$ cat src/rtl/seq_divider.sv
`default_nettype none
// ============================================================================
// Module   : seq_divider
// Brief    : Multi-cycle restoring divider, one quotient bit per cycle,
//            unsigned or signed operands, valid/ready on both sides.
//            Divide-by-zero and signed overflow return fixed, flagged results.
// Revision : 1.0 - initial release
// ============================================================================
module seq_divider #(
  parameter  int N  = 8,
  localparam int CW = $clog2(N+1)
) (
  input  logic         clk,
  input  logic         rst,
  input  logic         in_valid,
  output logic         in_ready,
  input  logic         is_signed,
  input  logic [N-1:0] dividend,
  input  logic [N-1:0] divisor,
  output logic         out_valid,
  input  logic         out_ready,
  output logic [N-1:0] quotient,
  output logic [N-1:0] remainder,
  output logic         dbz,
  output logic         ovf
);

  localparam logic [N-1:0] c_ONES = {N{1'b1}};
  localparam logic [N-1:0] c_MIN  = {1'b1, {(N-1){1'b0}}};

  typedef enum logic [2:0] {
    S_IDLE = 3'd0,
    S_LOAD = 3'd1,
    S_CALC = 3'd2,
    S_FIX  = 3'd3,
    S_DONE = 3'd4
  } state_t;

  state_t r_state;
  state_t w_next;

  // Latched operands
  logic [N-1:0]  r_a;
  logic [N-1:0]  r_b;
  logic          r_signed;
  // Iteration datapath: r_qmag starts as the dividend magnitude and is
  // shifted out MSB first while quotient bits are shifted in at the LSB.
  logic [N-1:0]  r_qmag;
  logic [N-1:0]  r_bmag;
  logic [N-1:0]  r_prem;
  logic [CW-1:0] r_cnt;
  logic          r_qneg;
  logic          r_rneg;
  // Result registers
  logic [N-1:0]  r_quo;
  logic [N-1:0]  r_rem;
  logic          r_dbz;
  logic          r_ovf;
  logic          r_out_valid;

  logic          w_a_neg;
  logic          w_b_neg;
  logic [N-1:0]  w_a_mag;
  logic [N-1:0]  w_b_mag;
  logic          w_is_dbz;
  logic          w_is_ovf;
  logic [N:0]    w_shift;
  logic [N:0]    w_diff;
  logic          w_ge;
  logic          w_last;

  // Sign and magnitude of the latched operands (signed MIN maps to 2^(N-1))
  assign w_a_neg  = r_signed & r_a[N-1];
  assign w_b_neg  = r_signed & r_b[N-1];
  assign w_a_mag  = w_a_neg ? -r_a : r_a;
  assign w_b_mag  = w_b_neg ? -r_b : r_b;
  assign w_is_dbz = (r_b == '0);
  assign w_is_ovf = r_signed && (r_a == c_MIN) && (r_b == c_ONES);

  // One restoring step: the partial remainder is always below the divisor,
  // so an N+1-bit difference is wide enough to carry a correct sign.
  assign w_shift = {r_prem, r_qmag[N-1]};
  assign w_diff  = w_shift - {1'b0, r_bmag};
  assign w_ge    = ~w_diff[N];
  assign w_last  = (r_cnt == CW'(1));

  assign in_ready  = (r_state == S_IDLE);
  assign out_valid = r_out_valid;
  assign quotient  = r_quo;
  assign remainder = r_rem;
  assign dbz       = r_dbz;
  assign ovf       = r_ovf;

  // State register
  always_ff @(posedge clk or posedge rst) begin
    if (rst) r_state <= S_IDLE;
    else     r_state <= w_next;
  end

  // Next-state decode
  always_comb begin
    w_next = r_state;
    case (r_state)
      S_IDLE: if (in_valid) w_next = S_LOAD;
      S_LOAD: w_next = (w_is_dbz || w_is_ovf) ? S_DONE : S_CALC;
      S_CALC: if (w_last) w_next = S_FIX;
      S_FIX:  w_next = S_DONE;
      S_DONE: if (out_ready) w_next = S_IDLE;
      default: w_next = S_IDLE;
    endcase
  end

  // Operand capture, iteration datapath and result registers
  always_ff @(posedge clk or posedge rst) begin
    if (rst) begin
      r_a         <= '0;
      r_b         <= '0;
      r_signed    <= 1'b0;
      r_qmag      <= '0;
      r_bmag      <= '0;
      r_prem      <= '0;
      r_cnt       <= '0;
      r_qneg      <= 1'b0;
      r_rneg      <= 1'b0;
      r_quo       <= '0;
      r_rem       <= '0;
      r_dbz       <= 1'b0;
      r_ovf       <= 1'b0;
      r_out_valid <= 1'b0;
    end else begin
      case (r_state)
        S_IDLE: begin
          if (in_valid) begin
            r_a      <= dividend;
            r_b      <= divisor;
            r_signed <= is_signed;
          end
        end
        S_LOAD: begin
          r_qmag <= w_a_mag;
          r_bmag <= w_b_mag;
          r_qneg <= w_a_neg ^ w_b_neg;
          r_rneg <= w_a_neg;
          r_prem <= '0;
          r_cnt  <= CW'(N);
          if (w_is_dbz) begin
            r_quo       <= c_ONES;
            r_rem       <= r_a;
            r_dbz       <= 1'b1;
            r_ovf       <= 1'b0;
            r_out_valid <= 1'b1;
          end else if (w_is_ovf) begin
            r_quo       <= c_MIN;
            r_rem       <= '0;
            r_dbz       <= 1'b0;
            r_ovf       <= 1'b1;
            r_out_valid <= 1'b1;
          end
        end
        S_CALC: begin
          r_prem <= w_ge ? w_diff[N-1:0] : w_shift[N-1:0];
          r_qmag <= {r_qmag[N-2:0], w_ge};
          r_cnt  <= r_cnt - CW'(1);
        end
        S_FIX: begin
          r_quo       <= r_qneg ? -r_qmag : r_qmag;
          r_rem       <= r_rneg ? -r_prem : r_prem;
          r_dbz       <= 1'b0;
          r_ovf       <= 1'b0;
          r_out_valid <= 1'b1;
        end
        S_DONE: begin
          if (out_ready) r_out_valid <= 1'b0;
        end
        default: ;
      endcase
    end
  end

endmodule
`default_nettype wire

$ cat config.mk
export PLATFORM = sky130hd
export DESIGN_NAME = seq_divider
export DESIGN_NICKNAME = d
export VERILOG_FILES = /design/src/rtl/seq_divider.sv
export SDC_FILE = /design/constraint.sdc
export NUM_CORES = 1
export LEC_CHECK = 0
export CORE_MARGIN = 3
export CORE_UTILIZATION = 50
export CTS_CLUSTER_SIZE = 10
export DETAILED_ROUTE_END_ITERATION = 8
export PLACE_DENSITY = 0.75
export SLEW_MARGIN = 20
export SYNTH_ARGS = -nofsm -noshare
export SYNTH_HDL_FRONTEND = slang
export SYNTH_SLANG_ARGS = --single-unit
$ cat constraint.sdc
create_clock -name clk -period 2.2 [get_ports clk]
set_input_delay 0.22 -clock clk [delete_from_list [all_inputs] [get_ports clk]]
set_output_delay 0.22 -clock clk [all_outputs]
set_load 0.01 [all_outputs]
---- Yosys cells after proc, flatten, opt, wreduce, memory -nomap -nowiden ----
Cells that the tools add are included.
W data, S select, Z words.
storage, ports and cells
  register bits after elaboration ......... 69
  bits in latches ......................... 0
  memory bits (writable) .................. 0
  ROM bits ................................ 0
  input port bits ......................... 21
  output and inout bits ................... 20
  logic and storage cells ................. 76
  memories ................................ 0
operators by class
  add/sub/neg operators ................... 6
  multiply operators ...................... 0
  div/mod/pow operators ................... 0
  order comparisons ....................... 0
  equality and inequality tests ........... 11
  shifts and indexed selects .............. 0
  muxes and demuxes ....................... 28
  bitwise gates (word level) .............. 4
  reductions and logical operators ........ 12
operators by type and width
  cell                   number
  $mux W8                9
  $pmux W8 S2            4
  $neg A8 Y8             4
  $eq A8 B8 Y1 const B   2
  $pmux W3 S5            1
  $mux W3                4
  $sub A9 B8 Y9          1
  $logic_not A8 Y1       1
  $pmux W4 S2            1
  $eq A3 B2 Y1 const B   2
  $mux W1                6
  $ne A2 B2 Y1 const B   3
  $reduce_and A3 Y1      2
  $eq A4 B1 Y1 const B   1
  $pmux W1 S2            2
  $reduce_and A2 Y1      2
  $reduce_bool A2 Y1     2
  $sub A4 B1 Y4 const B  1
  $eq A3 B1 Y1 const B   1
  $eq A3 B3 Y1 const B   1
  $logic_not A3 Y1       1
  $ne A3 B3 Y1 const B   1
  $pmux W1 S3            1
  $reduce_bool A3 Y1     1
  other kinds (5)        7

---- Depth between registers and ports, before layout ----
Gate-level depths: netlist of the first run.
  depth in word-level cells ............... 6
  depth in mapped cells ................... 10
  depth with buffers taken out ............ 9

---- Worst setup path before layout of the first run ----
Ideal clock, no wire load.
  kind .................................... register to register
  start ................................... reg r_qmag[7]
  end ..................................... reg r_prem[5]
  setup time .............................. 0.130 ns
  arrival ................................. 2.302 ns
  data required time ...................... 2.070 ns
  setup slack ............................. -0.232 ns
  cell stages (with the launch flop) ...... 11
  buffers on the path ..................... 1
  clock period less this slack ............ 2.432 ns
  cell sequence ........................... dfrtp_1 > inv_1 > ha_1 > fa_1 > nand2b_1 > a211oi_1 > mux2i_1 > or2_2 > buf_2 > mux2i_1 > o21ai_0
on the way
  word-level cells in the longest chain between the ends .. 3
ends and longest elaborated chain
  element                 RTL line  RTL
  start, declared         48        logic [N-1:0] r_qmag;
  start signal, assigned  140       r_qmag <= w_a_mag;
  start signal, assigned  162       r_qmag <= {r_qmag[N-2:0], w_ge};
  $sub A9 B8 Y9           83        assign w_diff = w_shift - {1'b0, r_bmag};
  $mux W8                 161       r_prem <= w_ge ? w_diff[N-1:0] : w_shift[N-1:0];
  $pmux W8 S2             131       case (r_state)
  end signal, assigned    161
  end, declared           50        logic [N-1:0] r_prem;
Every way passes these cells.
A chain may end at the register's enable or synchronous reset.

---- Worst setup path in the final report of the first run ----
  start ................................... reg r_qmag[7]
  end ..................................... reg r_prem[3]
The elaborated chain is that of the path after synthesis.

==> results.yml, run 1 <==
run_status:
  status: "finished with violations"
  failed_checks: "negative setup slack"
timing:
  max_freq_mhz: 440
  clock_skew_ns: 0.00808
  worst_slack_ns: -0.0720
  maxSlewViolCount: 0
  fin_crit_ns: 2.27
  maxSlewHeadroom_pct: 50.5
  setup_viol: 4
  rsz0062_at_grt: "true"
  fin_crit_sh_pct: 103
  tightestPinTransition_ns: 0.741
  report.final.hold_viol_count: 0
floorplanning:
  die_h_um: 93.6
  dieArea_um2: 8750
  coreArea_um2: 7330
  row_count: 31
  design.portCount: 41
  start_util_pct: 52.3
  die_w_um: 93.6
synthesis:
  synthCells: 398
  ys_top_cells_by_count: "69 x dfrtp_1, 42 x nand2_1, 36 x o21ai_0"
  synth.cell_area_um2: 3830
  yosysWarnings: 0
  synth_top_cell_area_share_pct: 45.0
  avgSynthCellArea_um2: 9.63
  synthFlopType: "dfrtp_1"
  ys_ff_latch: 69
  synth-async-reset-ratio_pct: 100
  yosysSeqAreaShare_pct: 45.0
  synth_most_common_cell: "dfrtp_1"
  synth.area.top_cells: "dfrtp_1 45%, ha_1 4.9%, o21ai_0 4.7%"
  synth_cell_types: 50
  synth_edf_count: 0
  syn-num-nets: 435
  yosys.area.top_type: "dfrtp_1"
global_route:
  grt_antenna_before_repair: 0
  grt_pass1_vias: 3129
  overflow: 0
  grt_pass1_wl_um: 15500
  grt_max_degree: 38
  track_usage_pct: 23.1
routing:
  first_pass_iters: 6
  drc: 0
  vias_per_cell: 5.66
  finalWirelength_um: 9490
  ant_nets: 0
  first_iter_violations: 233
  vias: 3241
  avgRoutedWirePerCell_um: 16.6
finish:
  drive_gt1_share_pct: 19.4
  stdcell_count: 573
  post-route-util_pct: 66.0
  synthToLayoutAreaGrowth_pct: 26.2
  num_antenna_cells: 0
  fillers: 583
  final_nets: 506
setup_path:
  slowest_stage: "dfrtp_1"
  critical_path_peak_fanout: 6
  reg2reg_depth: 9
  cp_cell_sequence: "inv_2 > ha_4 > fa_2 > nand2b_4 > a211oi_4 > mux2i_2 > or2_4 > mux2i_1 > o21ai_1"
  critPathLaunchType: "flip-flop"
  cpPeakStageDelay_ns: 0.40
  crit_arrival_ns: 2.52
  worstPathRequired_ns: 2.44
  endpoint_kind: "flip-flop"
  crit_type: "reg -> reg"
clock_network:
  cts_tree: "yes"
  clock-sinks: 69
  cts_buffer_depth: 2
  h-tree-depth: 3
  cts_root_buf: "clkbuf_8"
  cts-hold-fix-buffers: 0
  cts.clk_slew.worst_paths_ns: 0.08
  clk-insertion-delay-late_ns: 0.36
  numCtsBuffers: 9
pwr:
  pwr-share-comb_pct: 55.4
  p_int_w: 0.00466
  switching_share_pct: 42.4
  p_sw_w: 0.00343
  seq_power_share_pct: 30.2
  p_per_area_nw_per_um2: 1670
  leakage_nw: 2.10
  finalPower_w: 0.00809
  p_clk_share_pct: 14.4
  vdd_drop_max_mv: 0.918
worst_hold_path:
  min_path_type: "in -> async"
run:
  drv_cap: 0
placement:
  hpwl_um: 6790
  place_congestion: 0.916
  dp.cells: 546
  port_buffers: 40
## worst max-delay path: cells and delay by family (launching register included)
family / cells / cell delay (ns)
AO/OA/AOI/OAI: 2 / 0.30
adder cells (fa/ha/maj): 2 / 0.49
buffers and inverters: 1 / 0.07
flip-flops: 1 / 0.40
multiplexers: 2 / 0.52
AND/OR/NAND/NOR: 2 / 0.37
## power groups by stage
stage                     Combinational [W]  Sequential [W]  Clock, W
final                               0.00448         0.00244   0.00117
after floorplan                     0.00284         0.00242         0
after global placement              0.00403         0.00243         0
after detailed placement            0.00415         0.00245         0
after CTS                           0.00427         0.00243   0.00119
after global routing                0.00495         0.00253   0.00124
## through the flow
stage / TNS (ns) / hold WS (ns) / area (um^2) / setup WS, ns
2_1_floorplan: -0.102 / 0.337 / 3870 / -0.0315
3_3_place_gp: 0 / 0.464 / 4490 / 0.0528
3_5_place_dp: -0.398 / 0.475 / 4490 / -0.0911
4_1_cts: -0.0121 / 0.298 / 4750 / -0.00708
5_1_grt: -0.641 / 0.305 / 4840 / -0.130
6_report: -0.140 / 0.273 / 4840 / -0.0720
## final cells by class
type	instances	area [um^2]	share of cell area [%]
Timing Repair Buffer	75	663	13.7
Clock buffer	10	138	2.85
Inverter	26	97.6	2.02
Clock inverter	6	86.3	1.78
Tap cell	99	124	2.56
Multi-Input combinational cell	288	2000	41.4
Sequential cell	69	1730	35.7
## path summary, 6_finish.rpt
kind	start	to	slack, ns
max	r_qmag[7]$_DFFE_PP0P_	r_prem[3]$_DFFE_PP0P_	-0.07
min	rst	r_cnt[2]$_DFFE_PP0P_	0.27
max reg2reg	r_qmag[7]$_DFFE_PP0P_	r_prem[3]$_DFFE_PP0P_	-0.07
min reg2reg	r_bmag[4]$_DFFE_PP0P_	r_bmag[4]$_DFFE_PP0P_	0.48
max in group asynchronous	rst	r_b[7]$_DFFE_PP0P_	1.54
min in group clk	divisor[1]	r_b[1]$_DFFE_PP0P_	0.42
## placed cells by master (no fill, tap or decap), types with 16 or more instances in the layout
cell type	n
dfrtp_1	69
buf_4	35
nand2_1	42
o21ai_0	31
inv_1	24
nor2_1	23
clkdlybuf4s50_1	40
a21oi_1	19
xnor2_1	16
a22oi_1	17
## routing by layer
| metal | vias up | share of wire [%] | GRT usage [%] | routed length (um) |
|---|---|---|---|---|
| li1 | 1547 | - | - | - |
| met4 | 0 | 1.8 | 8.30 | 174 |
| met5 | - | 0 | 0 | 0 |
| met2 | 133 | 50 | 38.4 | 4750 |
| met3 | 15 | 6.1 | 5.71 | 582 |
| met1 | 1546 | 42 | 29.4 | 3990 |
## kinds of logic (layout without fill, tap and decap cells)
kind of cell             Yosys count  after routing  share of synthesized area (%)
AO/OA/AOI/OAI                    110            110                           18.2
XOR/XNOR                          27             27                           6.17
adder cells (fa/ha/maj)           16             16                           5.42
buffers and inverters             41            117                           4.76
flip-flops                        69             69                           45.0
multiplexers                      19             19                           5.35
AND/OR/NAND/NOR                  116            116                           15.0
## timing repair
action | in CTS | in global routing
buffers inserted | 3 | 8
endpoints found under the setup margin | 8 | 18
gates resized for setup | 2 | 10
pin swaps | 2 | 3
## sequential cells by signal, indices dropped and copies added (netlist names), 3 cells and up
| name | cells |
|---|---|
| remainder | 8 |
| r_qmag | 8 |
| r_state | 3 |
| quotient | 8 |
| r_b | 8 |
| r_bmag | 8 |
| r_a | 8 |
| r_prem | 8 |
| r_cnt | 4 |
(Power assumes the default switching activity.)
==> inputs of run 2 (changes only) <==
Settings changed: DONT_BUFFER_PORTS set to 1, GPL_ROUTABILITY_DRIVEN set to 0, PLACE_DENSITY 0.75 to 0.68.
==> run 2 against run 1 <==
  * The run still ends with negative setup slack left
  * Sequential cell count is the same
  * Clock skew increased by 0.0049 ns
  * Via count fell by 3.6%
  * Clock power fell by 12%
  * Critical path depth down 1
  * Combinational power down 9.8%
  * Cell area fell by 7.8%
==> results.yml, run 2 (same netlist as run 1, synthesis figures left out) <==
run_status:
  status: "finished with violations"
  failed_checks: "negative setup slack"
timing:
  maxSlewHeadroom_pct: 51.9
  max_freq_mhz: 450
  maxSlewViolCount: 0
  report.final.hold_viol_count: 0
  rsz0062_at_grt: "true"
  clock_skew_ns: 0.0130
  tightestPinTransition_ns: 0.720
  worst_slack_ns: -0.0200
  fin_crit_ns: 2.22
  fin_crit_sh_pct: 101
  setup_tns_ns: -0.0200
  setup_viol: 1
floorplanning:
  dieArea_um2: 8750
  start_util_pct: 52.3
  coreArea_um2: 7330
  die_h_um: 93.6
  design.portCount: 41
  die_w_um: 93.6
  row_count: 31
run:
  drv_cap: 0
global_route:
  grt_max_degree: 67
  grt_pass1_wl_um: 15000
  overflow: 0
  grt_pass1_vias: 3032
  track_usage_pct: 22.2
  grt_antenna_before_repair: 0
placement:
  hpwl_um: 6730
  dpl-instance-area_um2: 4150
  port_buffers: 0
routing:
  finalWirelength_um: 9290
  ant_nets: 0
  first_iter_violations: 310
  avgRoutedWirePerCell_um: 17.2
  vias: 3125
  first_pass_iters: 5
  vias_per_cell: 5.80
  drc: 0
setup_path:
  critical_path_peak_fanout: 6
  crit_arrival_ns: 2.45
  crit_type: "reg -> reg"
  rrSetupSlack_ns: -0.02
  worstPathRequired_ns: 2.43
  endpoint_kind: "flip-flop"
  critPathLaunchType: "flip-flop"
finish:
  drive_gt1_share_pct: 20.0
  final_nets: 472
  final_cell_mix: "69 x dfrtp_1, 42 x nand2_1, 33 x buf_4, 32 x o21ai_0"
  num_antenna_cells: 0
  multi_input_area_um2: 1980
  final_common_cell: "dfrtp_1"
  design_area_um2: 4460
  fillers: 600
  synthToLayoutAreaGrowth_pct: 16.4
  seq_area_um2: 1730
clock_network:
  clk-insertion-delay-late_ns: 0.35
  cts.clk_slew.worst_paths_ns: 0.08
  numCtsBuffers: 9
  clock-sinks: 69
  cts_root_buf: "clkbuf_8"
  h-tree-depth: 3
  cts_tree: "yes"
  cts_buffer_depth: 2
worst_hold_path:
  min_path_type: "in -> reg"
pwr:
  vdd_drop_max_mv: 0.752
  p_per_area_nw_per_um2: 1700
  leakage_nw: 1.95
run 2: repair_timing:
item / in CTS / in global routing
pin swaps: 2 / 2
hold buffers: 6 / 1
resized for setup: 0 / 10
endpoints found under the hold margin: 74 / 1
buffers inserted: 0 / 4
setup endpoints to repair: 1 / 16
run 2: area by class of cell:
class	count	share of cell area, %
Sequential cell	69	38.7
Clock inverter	6	1.43
Tap cell	99	2.78
Clock buffer	10	2.86
Multi-Input combinational cell	288	44.5
Timing Repair Buffer	41	7.57
Inverter	26	2.19
run 2: critical path, cell delays in order, from the launching register on:
cell	delay, ns
dfrtp_1	0.41
ha_4	0.17
fa_2	0.34
nand2b_4	0.16
a211oi_4	0.21
mux2i_2	0.28
or2_4	0.20
mux2i_1	0.24
o21ai_1	0.10
run 2: through the flow:
| step | std cells | setup slack (ns) | hold WS (ns) | total power (W) | utilization (%) |
|---|---|---|---|---|---|
| floorplan | 398 | -0.0315 | 0.337 | 0.00526 | - |
| global placement | 512 | 0.0686 | -0.0152 | 0.00622 | 56.6 |
| detailed placement | 512 | -0.00459 | -0.0161 | 0.00637 | 56.6 |
| CTS | 534 | 0.0262 | 0.00342 | 0.00744 | 60.0 |
| global route | 539 | -0.0601 | 0.0000510 | 0.00816 | 60.9 |
| finish | 539 | -0.0200 | 0.0167 | 0.00756 | 60.9 |
run 2: path summary, 6_finish.rpt:
| path | from | endpoint | cells past startpoint |
|---|---|---|---|
| worst min register to register | r_bmag[4]$_DFFE_PP0P_ | r_bmag[4]$_DFFE_PP0P_ | 2 |
| min in group asynchronous | rst | r_cnt[1]$_DFFE_PP0P_ | 2 |
| max in group asynchronous | rst | r_b[7]$_DFFE_PP0P_ | 3 |
| worst min-delay path | divisor[2] | r_b[2]$_DFFE_PP0P_ | 2 |
| worst max register to register | r_bmag[0]$_DFFE_PP0P_ | r_prem[3]$_DFFE_PP0P_ | 8 |
| worst max-delay path | r_bmag[0]$_DFFE_PP0P_ | r_prem[3]$_DFFE_PP0P_ | 8 |
run 2: layer usage:
layer	up-vias	global-route usage, %	wire, um
met5	-	0	0
met4	0	9.15	222
met3	29	5.95	654
met2	116	34.4	4270
met1	1501	29.5	4150
li1	1479	-	-
run 2: power breakdown:
group	internal [W]	switching, W	total [W]
registers	0.00187	0.000629	0.00250
clock network	0.000522	0.000510	0.00103
logic	0.00180	0.00223	0.00404
==> inputs of run 3 (changes only) <==
Settings changed: SLEW_MARGIN 20 to unset.
==> run 3 against run 2 <==
  * The run now ends clean
  * Clock-buffer cell count is the same
  * Clock power about the same
  * Maximum frequency increased by 1.8%
  * Register-to-register slack better by 0.04 ns
  * Final cell count is the same
  * Via count is 1.3% higher
  * First-iteration DRC count increased by 0.65%
  * Critical path depth is the same
  * Critical path type unchanged
  * Critical endpoint unchanged
==> results.yml, run 3 (same netlist as run 1, synthesis figures left out) <==
run_status:
  status: "completed"
global_route:
  grt_max_degree: 67
  overflow: 0
  grtUsageMet3_pct: 5.95
  grt_pass1_wl_um: 15000
  met2_usage_pct: 34.4
  grt-busiest-layer: "met2"
  grt_antenna_before_repair: 0
  use_met1_pct: 29.5
  track_usage_pct: 22.2
  grt_pass1_vias: 3032
placement:
  dp.cells: 512
  dpl-instance-area_um2: 4150
  port_buffers: 0
  hpwl_um: 6730
clock_network:
  cts.clk_slew.worst_paths_ns: 0.08
  clock-sinks: 69
  cts_buffer_depth: 2
  numCtsBuffers: 9
  cts_root_buf: "clkbuf_8"
  cts_tree: "yes"
  clk-insertion-delay-late_ns: 0.35
  h-tree-depth: 3
timing:
  fin_crit_sh_pct: 99.2
  max_freq_mhz: 458
  clock_skew_ns: 0.0126
  rsz0062_at_grt: "true"
  maxSlewHeadroom_pct: 25.7
  maxSlewViolCount: 0
  fin_crit_ns: 2.18
  setup_viol: 0
  report.final.hold_viol_count: 0
  tightestPinTransition_ns: 1.11
setup_path:
  rrSetupSlack_ns: 0.02
  reg2reg_depth: 8
  r2r-end: "r_prem[3]$_DFFE_PP0P_"
  crit_type: "reg -> reg"
  startpoint: "r_bmag[0]$_DFFE_PP0P_"
  timing.critical_path.to: "r_prem[3]$_DFFE_PP0P_"
  timing.rr.start: "r_bmag[0]$_DFFE_PP0P_"
  endpoint_kind: "flip-flop"
  critPathLaunchType: "flip-flop"
  critical_path_peak_fanout: 6
  crit_arrival_ns: 2.41
  worstPathRequired_ns: 2.43
floorplanning:
  design.portCount: 41
  start_util_pct: 52.3
  die_w_um: 93.6
  die_h_um: 93.6
  row_count: 31
  coreArea_um2: 7330
  dieArea_um2: 8750
finish:
  stdcell_count: 539
  drive_gt1_share_pct: 19.8
  final_cell_mix: "69 x dfrtp_1, 42 x nand2_1, 33 x buf_4, 32 x o21ai_0, 25 x nor2_1"
  synthToLayoutAreaGrowth_pct: 16.3
  final_nets: 472
  num_antenna_cells: 0
  design_area_um2: 4460
  final_common_cell: "dfrtp_1"
routing:
  vias_per_cell: 5.87
  vias: 3165
  drc: 0
  avgRoutedWirePerCell_um: 17.3
  first_iter_violations: 312
  ant_nets: 0
  finalWirelength_um: 9350
  first_pass_iters: 6
worst_hold_path:
  min_path_type: "in -> reg"
run:
  drv_cap: 0
pwr:
  leakage_nw: 1.95
  p_per_area_nw_per_um2: 1700
  vdd_drop_max_mv: 0.757
## run 3: stage by stage
step | worst slack (ns) | hold WS (ns) | power (W) | util (%) | TNS, ns
finish | 0.0187 | 0.0173 | 0.00756 | 60.8 | 0
detailed placement | -0.00459 | -0.0161 | 0.00637 | 56.6 | -0.00459
floorplan | -0.0315 | 0.337 | 0.00526 | - | -0.102
global placement | 0.0686 | -0.0152 | 0.00622 | 56.6 | 0
global route | -0.0608 | 0.0000510 | 0.00815 | 60.8 | -0.105
CTS | 0.0262 | 0.00342 | 0.00744 | 60.0 | 0
## run 3: worst max-delay path: stages, from the launching register on
cell	delay [ns]
dfrtp_1	0.41
ha_4	0.17
fa_2	0.34
nand2b_4	0.16
a211oi_4	0.21
mux2i_2	0.28
or2_4	0.20
mux2i_1	0.20
o21ai_1	0.09
## run 3: area by class of cell
| class | instances | area (um^2) |
|---|---|---|
| fillers | 602 | 2870 |
| clock buffers | 10 | 128 |
| inverters | 26 | 97.6 |
| repair buffers | 41 | 338 |
| multi-input cells | 288 | 1980 |
| clock inverters | 6 | 63.8 |
| well taps | 99 | 124 |
| flip-flops and latches | 69 | 1730 |
## run 3: per-layer routing
layer | wire length, um | vias to the layer above
met5 | 0 | -
met4 | 257 | 0
met3 | 726 | 37
met2 | 4250 | 145
met1 | 4110 | 1506
li1 | - | 1477
## run 3: worst min-delay path by stage
| stage | start | end | slack, ns | depth (start not counted) |
|---|---|---|---|---|
| detailed placement | rst | r_cnt[2]$_DFFE_PP0P_ | -0.02 | 1 |
| global route | dividend[3] | r_a[3]$_DFFE_PP0P_ | 0.00005 | 1 |
| floorplan | dividend[0] | r_a[0]$_DFFE_PP0P_ | 0.34 | 2 |
| CTS | dividend[7] | r_a[7]$_DFFE_PP0P_ | 0.003 | 1 |
| finish | divisor[2] | r_b[2]$_DFFE_PP0P_ | 0.02 | 2 |
| global placement | rst | r_cnt[2]$_DFFE_PP0P_ | -0.02 | 1 |
## run 3: repair_timing
action	CTS	global route
endpoints found under the setup margin	1	16
pin swaps	2	2
hold endpoints to repair	74	1
hold buffers	6	1
buffers inserted	0	4
resized for setup	0	10
cloned	0	0
## run 3: report_power, final
group	switching [W]	leakage [nW]	internal (W)
registers	0.000627	0.850	0.00187
clock network	0.000510	0.0923	0.000522
logic	0.00223	1.01	0.00180
total	0.00337	1.95	0.00419
